$ cat src/rtl/adder_pkg.sv
// Shared definitions for the pipelined adder: op encoding, depth helper and
// parameter legality check.
package adder_pkg;

    typedef enum logic {
        OP_ADD = 1'b0,
        OP_SUB = 1'b1
    } adder_op_t;

    function automatic int unsigned stages(input int unsigned width, input int unsigned chunk);
        return width / chunk;
    endfunction

    function automatic bit params_ok(input int unsigned width, input int unsigned chunk);
        return (chunk > 0) && (width >= chunk) && ((width % chunk) == 0);
    endfunction

endpackage

$ cat src/rtl/adder_chunk.sv
// Combinational CHUNK-bit slice adder with carry in and carry out.
module adder_chunk #(
    parameter int unsigned CHUNK = 8
) (
    input  logic [CHUNK-1:0] a,
    input  logic [CHUNK-1:0] b,
    input  logic             cin,
    output logic [CHUNK-1:0] s,
    output logic             cout
);

    assign {cout, s} = {1'b0, a} + {1'b0, b} + {{CHUNK{1'b0}}, cin};

endmodule

$ cat src/rtl/pipelined_adder.sv
// Pipelined add/subtract: one CHUNK-bit slice per stage with a registered carry,
// valid/ready handshake and a global stall that freezes every stage.
module pipelined_adder
    import adder_pkg::*;
#(
    parameter int unsigned WIDTH = 32,
    parameter int unsigned CHUNK = 8
) (
    input  logic             clk,
    input  logic             rst_n,
    input  logic             in_valid,
    output logic             in_ready,
    input  logic [WIDTH-1:0] a,
    input  logic [WIDTH-1:0] b,
    input  logic             cin,
    input  logic             sub,
    output logic             out_valid,
    input  logic             out_ready,
    output logic [WIDTH-1:0] sum,
    output logic             cout,
    output logic             ovf,
    output logic             zero
);

    localparam int unsigned STAGES = stages(WIDTH, CHUNK);
    localparam int unsigned LAST   = STAGES - 1;

    if (!params_ok(WIDTH, CHUNK)) begin : g_param_check
        $error("pipelined_adder: WIDTH must be a non-zero multiple of CHUNK");
    end

    adder_op_t op;
    logic      stall;

    // Stage k inputs: operands still in flight, partial sum and incoming carry.
    logic [WIDTH-1:0] a_in   [STAGES];
    logic [WIDTH-1:0] b_in   [STAGES];
    logic [WIDTH-1:0] s_in   [STAGES];
    logic             c_in   [STAGES];
    logic             v_in   [STAGES];
    logic [WIDTH-1:0] s_next [STAGES];

    logic [CHUNK-1:0] slice_s [STAGES];
    logic             slice_c [STAGES];

    logic [WIDTH-1:0] a_q [STAGES];
    logic [WIDTH-1:0] b_q [STAGES];
    logic [WIDTH-1:0] s_q [STAGES];
    logic             c_q [STAGES];
    logic             v_q [STAGES];

    logic ovf_q;
    logic zero_q;
    logic ovf_next;
    logic zero_next;

    assign op       = sub ? OP_SUB : OP_ADD;
    assign stall    = v_q[LAST] && !out_ready;
    assign in_ready = !stall;

    always_comb begin
        a_in[0] = a;
        b_in[0] = (op == OP_SUB) ? ~b : b;
        c_in[0] = (op == OP_SUB) ? 1'b1 : cin;
        s_in[0] = '0;
        v_in[0] = in_valid;
        for (int unsigned k = 1; k < STAGES; k++) begin
            a_in[k] = a_q[k-1];
            b_in[k] = b_q[k-1];
            s_in[k] = s_q[k-1];
            c_in[k] = c_q[k-1];
            v_in[k] = v_q[k-1];
        end
    end

    for (genvar k = 0; k < STAGES; k++) begin : g_stage
        adder_chunk #(
            .CHUNK(CHUNK)
        ) u_chunk (
            .a   (a_in[k][k*CHUNK +: CHUNK]),
            .b   (b_in[k][k*CHUNK +: CHUNK]),
            .cin (c_in[k]),
            .s   (slice_s[k]),
            .cout(slice_c[k])
        );
    end

    // Flags use the top operand slice as it reaches the last stage, alongside
    // the fully assembled sum.
    always_comb begin
        for (int unsigned k = 0; k < STAGES; k++) begin
            s_next[k] = s_in[k];
            s_next[k][k*CHUNK +: CHUNK] = slice_s[k];
        end
        ovf_next  = (a_in[LAST][WIDTH-1] == b_in[LAST][WIDTH-1]) &&
                    (s_next[LAST][WIDTH-1] != a_in[LAST][WIDTH-1]);
        zero_next = (s_next[LAST] == '0);
    end

    always_ff @(posedge clk or negedge rst_n) begin
        if (!rst_n) begin
            for (int unsigned k = 0; k < STAGES; k++) begin
                a_q[k] <= '0;
                b_q[k] <= '0;
                s_q[k] <= '0;
                c_q[k] <= 1'b0;
                v_q[k] <= 1'b0;
            end
            ovf_q  <= 1'b0;
            zero_q <= 1'b0;
        end else if (!stall) begin
            for (int unsigned k = 0; k < STAGES; k++) begin
                v_q[k] <= v_in[k];
                if (v_in[k]) begin
                    a_q[k] <= a_in[k];
                    b_q[k] <= b_in[k];
                    s_q[k] <= s_next[k];
                    c_q[k] <= slice_c[k];
                end
            end
            if (v_in[LAST]) begin
                ovf_q  <= ovf_next;
                zero_q <= zero_next;
            end
        end
    end

    assign out_valid = v_q[LAST];
    assign sum       = s_q[LAST];
    assign cout      = c_q[LAST];
    assign ovf       = ovf_q;
    assign zero      = zero_q;

endmodule

$ cat config.mk
export PLATFORM = sky130hd
export DESIGN_NAME = pipelined_adder
export DESIGN_NICKNAME = d
export VERILOG_FILES = /design/src/rtl/adder_pkg.sv /design/src/rtl/adder_chunk.sv /design/src/rtl/pipelined_adder.sv
export SDC_FILE = /design/constraint.sdc
export NUM_CORES = 1
export LEC_CHECK = 0
export BUFFER_PORTS_ARGS = -buffer_cell sky130_fd_sc_hd__buf_2
export CAP_MARGIN = 30
export CORE_MARGIN = 2
export CORE_UTILIZATION = 58
export CTS_CLUSTER_DIAMETER = 60
export DETAILED_ROUTE_END_ITERATION = 10
export HOLD_SLACK_MARGIN = 0.03
export PLACE_DENSITY = 0.8
export SLEW_MARGIN = 20
export SYNTH_ARGS = -nofsm -noshare
export SYNTH_HDL_FRONTEND = slang
export SYNTH_SLANG_ARGS = --single-unit
$ cat constraint.sdc
create_clock -name clk -period 2.4 [get_ports clk]
set_input_delay 0.24 -clock clk [delete_from_list [all_inputs] [get_ports clk]]
set_output_delay 0.24 -clock clk [all_outputs]
set_load 0.05 [all_outputs]
==> results.txt, run 1 <==
* Clk pin slew, worst setup/hold paths: 0.07 ns
* Cell with the most instances after synthesis: dfrtp_1
- The clock drives 186 sinks.
- Share of power burned in registers: 37.6%
- Timing would allow up to 442 MHz.
- The number of global-route vias before repair came to 5557.
- In this run the worst path has a maximum fanout of 2.
- Kind of critical path: flop to flop
- Wire length of the first global-routing pass: 27.3 mm
- Of the synthesized area, sequential elements account for 55.6%.
* Initial antenna violation count: 0
- Port buffering added 106 buffers.
* Total iterations of the first detailed-routing run: 5
- Power Dens Cells: 1470 nW/um2
- The run finished with clean final reports.
- Design Power: 14.5 mW
- Entering global routing, the biggest net connects 59 pins.
- Aggregate routed wire length: 16.4 mm
- Antenna Diode Count: 0
* Path depth of the worst reg2reg path: 8
- On the worst path, the slowest cell contributes a delay of 0.47 ns.
- The clock network accounts for 19.5% of the total power.
- Root cell of the clock tree: clkbuf_16
- The commonest cells after synthesis are dfrtp_1, mux2_2, nand2_1, xnor2_1, o21ai_0.
- The synthesized design contains 186 register bits.
- Kind of end point of the critical path: flop
- R2R setup slack: 0.14 ns
- Combinational cell fraction of total power: 42.9%
* CTS max path bufs: 2
- Net switching fraction of the power: 38.6%
- Setup TNS: 0 ns
* Endpoint of the worst register-to-register path: cout$_DFFE_PN0P_
- Largest cells by area after synthesis: dfrtp_1, mux2_2, ha_1
- Post-route clock skew: 0.0111 ns
* Worst-skew pair later-pin latency: 0.43 ns
- In the final layout, the share of cells above drive strength 1 is 33.7%.
- The number of endpoints with negative hold slack in the final report came to 0.
* Main combinational cell family by area after synthesis: multiplexers
* Net switching power: 5.59 mW
- The startpoint identified for the worst hold timing path is a[29].
- Net count reported at finish: 887
* Number of vias per cell after detailed routing: 5.49
- Top-Level Pins: 107
- For this configuration, the core starts out at a cell density of 59.9%.
- Once detailed placement completed, the half-perimeter wirelength came to 11.9 mm.
- Final ANT Viol Nets: 0
* Slew at the pin with the worst max-slew slack: 0.466 ns
* Instance area after placement: 9210 um2
* Simple-gate area share of the yosys netlist: 6.06%
* Total non-filler cell area in the finished layout: 9870 um2
* Xor and xnor area share after synthesis: 5.23%
* Worst endpoint required time: 2.71 ns
* Hold Worst Slack: 0.0338 ns
* Worst R2R Start: a_in[24]$_DFFE_PN0P_
* Final GP Congestion: 0.809
- Summing the areas of all compound-gate instances in the mapped netlist gives 7.47% of the synthesized area.
- The floorplan step defined a die boundary enclosing 15400 um2.
- The worst setup path is launched from a flop.
* Number of warnings reported in the yosys synthesis log: 0
* Master of the slowest instance on the critical path: fa_1
* Mux cell area share after synthesis: 17.1%
* Relative slew slack: 68.6%
* Period Utilization, post-route: 94.3%
- Final setup violation count: 0
- Int Power: 8.91 mW
* GR Util All Layers: 23.3%
- Row generation in the floorplan step produced 43 rows.
- The worst hold path was traced through 2 stages.
* Congestion Overflow GR: 0
- LEAKAGE: 4.62 nW
- The top cell type by area accounts for 55.6% of the synthesized area.
* Synth unique cells: 42
- The mapped netlist covers 8380 um2.
* Kind of cell adding the most delay to the critical path: compound AO/OA/AOI/OAI gates
- Post-route core utilization: 70.6%
- Width of the chip: 124 um
* Final worst path period need: 2.26 ns
- Share of synthesized registers carrying an async set or reset: 100%
- Yosys mapped a number of flops with a built-in enable equal to 0.
- Maximum resistive drop on vdd: 727 uV
- A synthesized cell averages 12.6 um2.
- Buffers added to address setup during post-CTS repair amount to 0.
- Critical-path cell list: fa_1 > fa_2 > a211oi_2 > o21bai_1 > a21oi_2 > o21bai_1 > a21oi_1 > o21ai_0
- Area growth syn-to-layout: 17.8%
- In the routed design, unresolved DRC markers number 0.
- For hold timing, the worst endpoint is a_in[93]$_DFFE_PN0P_.
* Floorplan die height: 124 um
- Ys flop type: dfrtp_1
* H-tree lvl count: 4
- Per-cell routed wire length: 16.9 um
* Post-synth top area cell: dfrtp_1
- Min-delay worst type: input port to flop
- After technology mapping, the gate count stands at 665.
* TritonCTS clock tree: built
- Pins Over Slew Limit: 0
* Most Frequent Cell on Critical Path: o21bai_1
* Detailed router's first-iteration violation count: 295
- Together, buffers and inverters on the worst path number 0.
- Summing over every cut layer, the via total after detailed routing is 5337.
- Number of violations of the max-capacitance limit: 0
- The floorplan step defined a core boundary enclosing 14000 um2.
- Post-synthesis adder-cell area fraction: 6.09%
* Clock buffer count from CTS: 17
- The number of nets handed over by synthesis was 771.
* Arr. time, crit path: 2.57 ns
## area by class of cell
type / count / area, um2
multi-input cells: 433 / 3550
clock buffers: 23 / 498
fillers: 957 / 4120
repair buffers: 125 / 764
clock inverters: 8 / 110
well taps: 180 / 225
flip-flops and latches: 186 / 4650
inverters: 18 / 70.1
## power by group through the flow
stage	sequential, mW	clock, mW	combinational [mW]
2_1_floorplan	6.14	0	3.83
3_5_place_dp	5.49	0	6.10
4_1_cts	5.46	2.86	6.21
6_report	5.46	2.82	6.22
5_1_grt	5.63	3.00	6.81
3_3_place_gp	5.39	0	5.84
## stage by stage
| step | worst slack [ns] | cells |
|---|---|---|
| floorplan | -0.0660 | 665 |
| global placement | 0.00485 | 938 |
| detailed placement | -0.0683 | 938 |
| CTS | 0.0194 | 972 |
| global route | -0.00370 | 973 |
| finish | 0.136 | 973 |
## state kept, by name, summed over array words and instances (netlist names)
signal / cells
v_in: 3
a_in: 48
s_in: 48
b_in: 48
cout: 1
c_in: 3
ovf: 1
out_valid: 1
sum: 32
zero: 1
## cell families after synthesis
family | after synthesis
adders and majority gates | 36
AOI/OAI and AO/OA | 104
xor gates and xnor gates | 50
and+or+nand+nor | 116
DFF | 186
buffers and inverters | 46
muxes | 127
## how the worst max path moves through the flow
stage,from,end,slack [ns],cells past startpoint
after floorplan,sub,c_in[2]$_DFFE_PN0P_,-0.07,11
after global placement,sub,c_in[2]$_DFFE_PN0P_,0.005,10
after detailed placement,sub,c_in[2]$_DFFE_PN0P_,-0.07,10
after CTS,a_in[24]$_DFFE_PN0P_,zero$_DFFE_PN0P_,0.02,8
after global routing,a_in[24]$_DFFE_PN0P_,zero$_DFFE_PN0P_,-0.004,8
final,a_in[24]$_DFFE_PN0P_,cout$_DFFE_PN0P_,0.14,8
## what timing repair did
item,CTS,global route
hold buffers,3,1
setup endpoints to repair,2,5
hold endpoints to repair,44,1
resized for setup,1,3
pin swaps,0,1
## layer usage
layer	wire length, um	track usage, %	vias to the layer above
met5	0	0	-
met4	245	7.02	0
met3	823	5.49	28
met2	7790	36.2	131
met1	7550	32.9	2632
li1	-	-	2546
## placed cells by master, fill, tap and decap left out, types with 10 or more instances in the layout
master       n
dfrtp_1    186
buf_2      105
mux2_2     101
nand2_1     64
xnor2_1     35
o21ai_0     33
ha_1        28
mux2_1      25
o21ai_1     19
inv_1       17
clkbuf_16   17
nor2_1      16
xor2_1      15
a21oi_1     11
nor3_1      10
Note: power is estimated with default switching activity, not from simulation.
==> run 2, diff against run 1 <==
--- a/config.mk
+++ b/config.mk
@@ -8,11 +8,10 @@
 export BUFFER_PORTS_ARGS = -buffer_cell sky130_fd_sc_hd__buf_2
 export CAP_MARGIN = 30
 export CORE_MARGIN = 2
-export CORE_UTILIZATION = 58
+export CORE_UTILIZATION = 32
 export CTS_CLUSTER_DIAMETER = 60
 export DETAILED_ROUTE_END_ITERATION = 10
 export HOLD_SLACK_MARGIN = 0.03
-export PLACE_DENSITY = 0.8
 export SLEW_MARGIN = 20
 export SYNTH_ARGS = -nofsm -noshare
 export SYNTH_HDL_FRONTEND = slang
==> constraint.sdc (replaced) <==
create_clock -name clk -period 2.4 [get_ports clk]
set_input_delay 0.24 -clock clk [delete_from_list [all_inputs] [get_ports clk]]
set_output_delay 0.24 -clock clk [all_outputs]
set_load 0.01 [all_outputs]
==> results.txt, run 2 (same netlist as run 1, synthesis figures left out) <==
- The flow ran to the end, and the final reports show no timing, DRC or antenna violations.
- Detailed router's first-iteration violation count: 276 (-6.4%)
- The sum of net half-perimeters after detailed placement was 12.4 mm (+4.3%).
* Per-cell routed wire length: 14.7 um (-13%)
* Via count of the first global-routing pass: 5416 (-2.5%)
- Layout cell share with drive strength beyond 1: 33.5% (-0.21 points)
- Aggregate routed wire length: 16.9 mm (+3.0%)
- The switching share of power is 34.5% (-4.0 points).
- Worst endpoint required time: 2.76 ns (+0.05 ns)
- The latest clock arrival within the worst-skew pair was 0.43 ns (about the same).
* Initial antenna violation count: 0 (unchanged)
- The fraction of power consumed by the clock network came to 20.6% (+1.1 points).
- The TritonCTS sink count was 186 (unchanged).
- Number of standard cells in the layout, taps in and fillers out: 1148 (+18%)
- The placed cell area was 9420 um2 (+2.4%).
- In this run the critical register-to-register path is captured at zero$_DFFE_PN0P_.
- Floorplan die height: 166 um (+34%)
- Core region area: 25900 um2 (+85%)
- For hold timing, the worst endpoint is a_in[93]$_DFFE_PN0P_.
- The routed via count divided by cell count is 4.56 (-17%).
- The final antenna diode count came to 0 (unchanged).
- The sequential power share is 39.9% (+2.3 points).
* Final ANT Viol Nets: 0 (unchanged)
- The cell family contributing the most delay on the critical path is simple AND/OR/NAND/NOR gates.
- Walking the worst path, the cells encountered are fa_2 > fa_2 > nor4_4 > nand4_1 > nor3b_2 > nand4_1 > o21ai_1.
* Final setup violation count: 0 (unchanged)
- The worst setup path is captured at a flop.
- The number of endpoints with negative hold slack in the final report is 0 (unchanged).
- In the layout the commonest cells are dfrtp_1, buf_2, mux2_2, nand2_1, xnor2_1.
- Period Utilization, post-route: 98.2% (+3.9 points)
- The slack of the worst reg-to-reg path was 0.04 ns (-0.09 ns).
* Cell depth of the worst hold path: 2 (unchanged)
- Std cell rows: 59 (+37%)
- Compared with the post-synthesis result, the final layout area differs by 22.5%.
- Power Dens Cells: 1320 nW/um2 (-10%)
* TritonCTS clock tree: built
- The worst-case clock buffer depth was 2 (unchanged).
* Width of the chip: 166 um (+34%)
- The net count reported at finish was 907 (+2.3%).
* Peak per-stage delay on the critical path: 0.46 ns (about the same)
- Worst R2R Start: a_in[24]$_DFFE_PN0P_
* Clock buffer count from CTS: 17 (unchanged)
* Setup TNS: 0 ns (unchanged)
- The final weighted congestion of routability-driven global placement is 0.798 (-1.4%).
- Min-delay worst type: input port to flop
- GR Util All Layers: 13.0% (-10 points)
* Top-Level Pins: 107 (unchanged)
- The number of levels in the clock H-tree is 4 (unchanged).
- Master of the slowest instance on the critical path: fa_2
- The count of unresolved DRC violations after routing is 0 (unchanged).
- Number of vias in the routed layout: 5231 (-2.0%)
- The initial core utilization came to 32.3% (-28 points).
- The combinational cell fraction of total power is 39.5% (-3.4 points).
- Wire length of the first global-routing pass: 28.5 mm (+4.3%)
- Pins Over Slew Limit: 0 (unchanged)
- Path depth of the worst reg2reg path: 7 (-1)
- The count of buffers inserted at the top-level ports came to 106 (unchanged).
- Final worst path period need: 2.36 ns (+0.0938 ns)
* Number of cells in the design after placement: 1095 (+17%)
* Number of buffers inserted to repair setup after CTS: 0 (unchanged)
* Total non-filler cell area in the finished layout: 10300 um2 (+4.0%)
- Fill cell count: 2468 (+160%)
- The length of the first detailed-routing pass in iterations came to 4 (-1).
- Maximum number of pins on one net before global-route repair: 65 (+10%)
* Max Clk Rate: 424 MHz (-4.0%)
- Net switching power: 4.67 mW (-16%)
- Total die area: 27500 um2 (+78%)
- Clock tree synthesis selected as its root buffer the cell clkbuf_16.
* Post-route clock skew: 0.00893 ns (-0.00220 ns)
- CP startpoint kind: flop
- Maximum resistive drop on vdd: 475 uV (-35%)
* Number of violations of the max-capacitance limit: 0 (unchanged)
- The data arrival time of the critical path was 2.72 ns (+0.15 ns).
- The share of the core filled with cells was 39.6% (-31 points).
- LEAKAGE: 4.70 nW (+1.8%)
* Commonest non-fill, non-tap cell in the layout: dfrtp_1
- Slew at the pin with the worst max-slew slack: 0.524 ns (+0.0574 ns)
* Relative slew slack: 65.1% (-3.5 points)
- In this run the most critical hold path is launched from a[29].
* Congestion Overflow GR: 0 (unchanged)
- Kind of critical path: flop to flop
- The buffer and inverter count on the worst path was 0 (unchanged).
- Maximum fanout along the worst path: 2 (unchanged)
- Setup repair after global routing could not meet its margin everywhere.
* Clk pin slew, worst setup/hold paths: 0.07 ns (about the same)
- The internal power of the cells came to 8.84 mW (-0.70%).
==> run 2: cell count changes in the layout (fill, tap and decap cells not counted), sizes merged <==
cell,change
clkbuf,-3
clkinv,+1
clkinvlp,-1
dlygate4sd3,+18
buf,+1
inv,+4
==> run 2: repair_timing <==
| action | CTS | global route |
|---|---|---|
| resized for setup | 2 | 6 |
| gates cloned | 0 | 0 |
| endpoints found under the setup margin | 1 | 5 |
| endpoints found under the hold margin | 80 | 0 |
| hold buffers | 22 | 0 |
| pin swaps | 0 | 2 |
==> run 2: final cells by class <==
cell class | instances | area (um2) | share of cell area (%)
clock buffer | 19 | 443 | 4.32
clock inverter | 12 | 139 | 1.35
inverter | 18 | 70.1 | 0.683
timing repair buffer | 145 | 962 | 9.38
sequential | 186 | 4650 | 45.4
tap | 335 | 419 | 4.08
multi-input combinational | 433 | 3570 | 34.8
==> run 2: stage by stage <==
step                hold WS [ns]  power, mW  worst slack (ns)
finish                    0.0472       13.5            0.0424
global route              0.0415       14.6           -0.0630
CTS                       0.0307       13.7            0.0213
detailed placement         0.262       10.7            -0.198
global placement           0.260       10.6            -0.154
floorplan                -0.0556       9.10           -0.0660
==> run 2: worst max path at each step <==
stage / to / startpoint / slack (ns) / cells past startpoint
global route: zero$_DFFE_PN0P_ / a_in[24]$_DFFE_PN0P_ / -0.06 / 7
finish: zero$_DFFE_PN0P_ / a_in[24]$_DFFE_PN0P_ / 0.04 / 7
global placement: zero$_DFFE_PN0P_ / a_in[24]$_DFFE_PN0P_ / -0.15 / 7
CTS: zero$_DFFE_PN0P_ / a_in[24]$_DFFE_PN0P_ / 0.02 / 7
detailed placement: zero$_DFFE_PN0P_ / a_in[24]$_DFFE_PN0P_ / -0.20 / 7
floorplan: c_in[2]$_DFFE_PN0P_ / sub / -0.07 / 11
==> run 2: power groups by stage <==
stage               Combinational (mW)  Clock, mW  Sequential [mW]
finish                            5.34       2.79             5.39
global placement                  5.14          0             5.42
global route                      5.98       3.01             5.60
floorplan                         3.81          0             5.29
CTS                               5.36       2.87             5.42
detailed placement                5.27          0             5.47
==> run 2: routing by layer <==
metal	vias up	wire length (um)	track usage, %
li1	2588	-	-
met1	2505	8240	17.8
met2	110	7510	19.6
met3	28	682	3.24
met4	0	476	5.75
met5	-	0	0
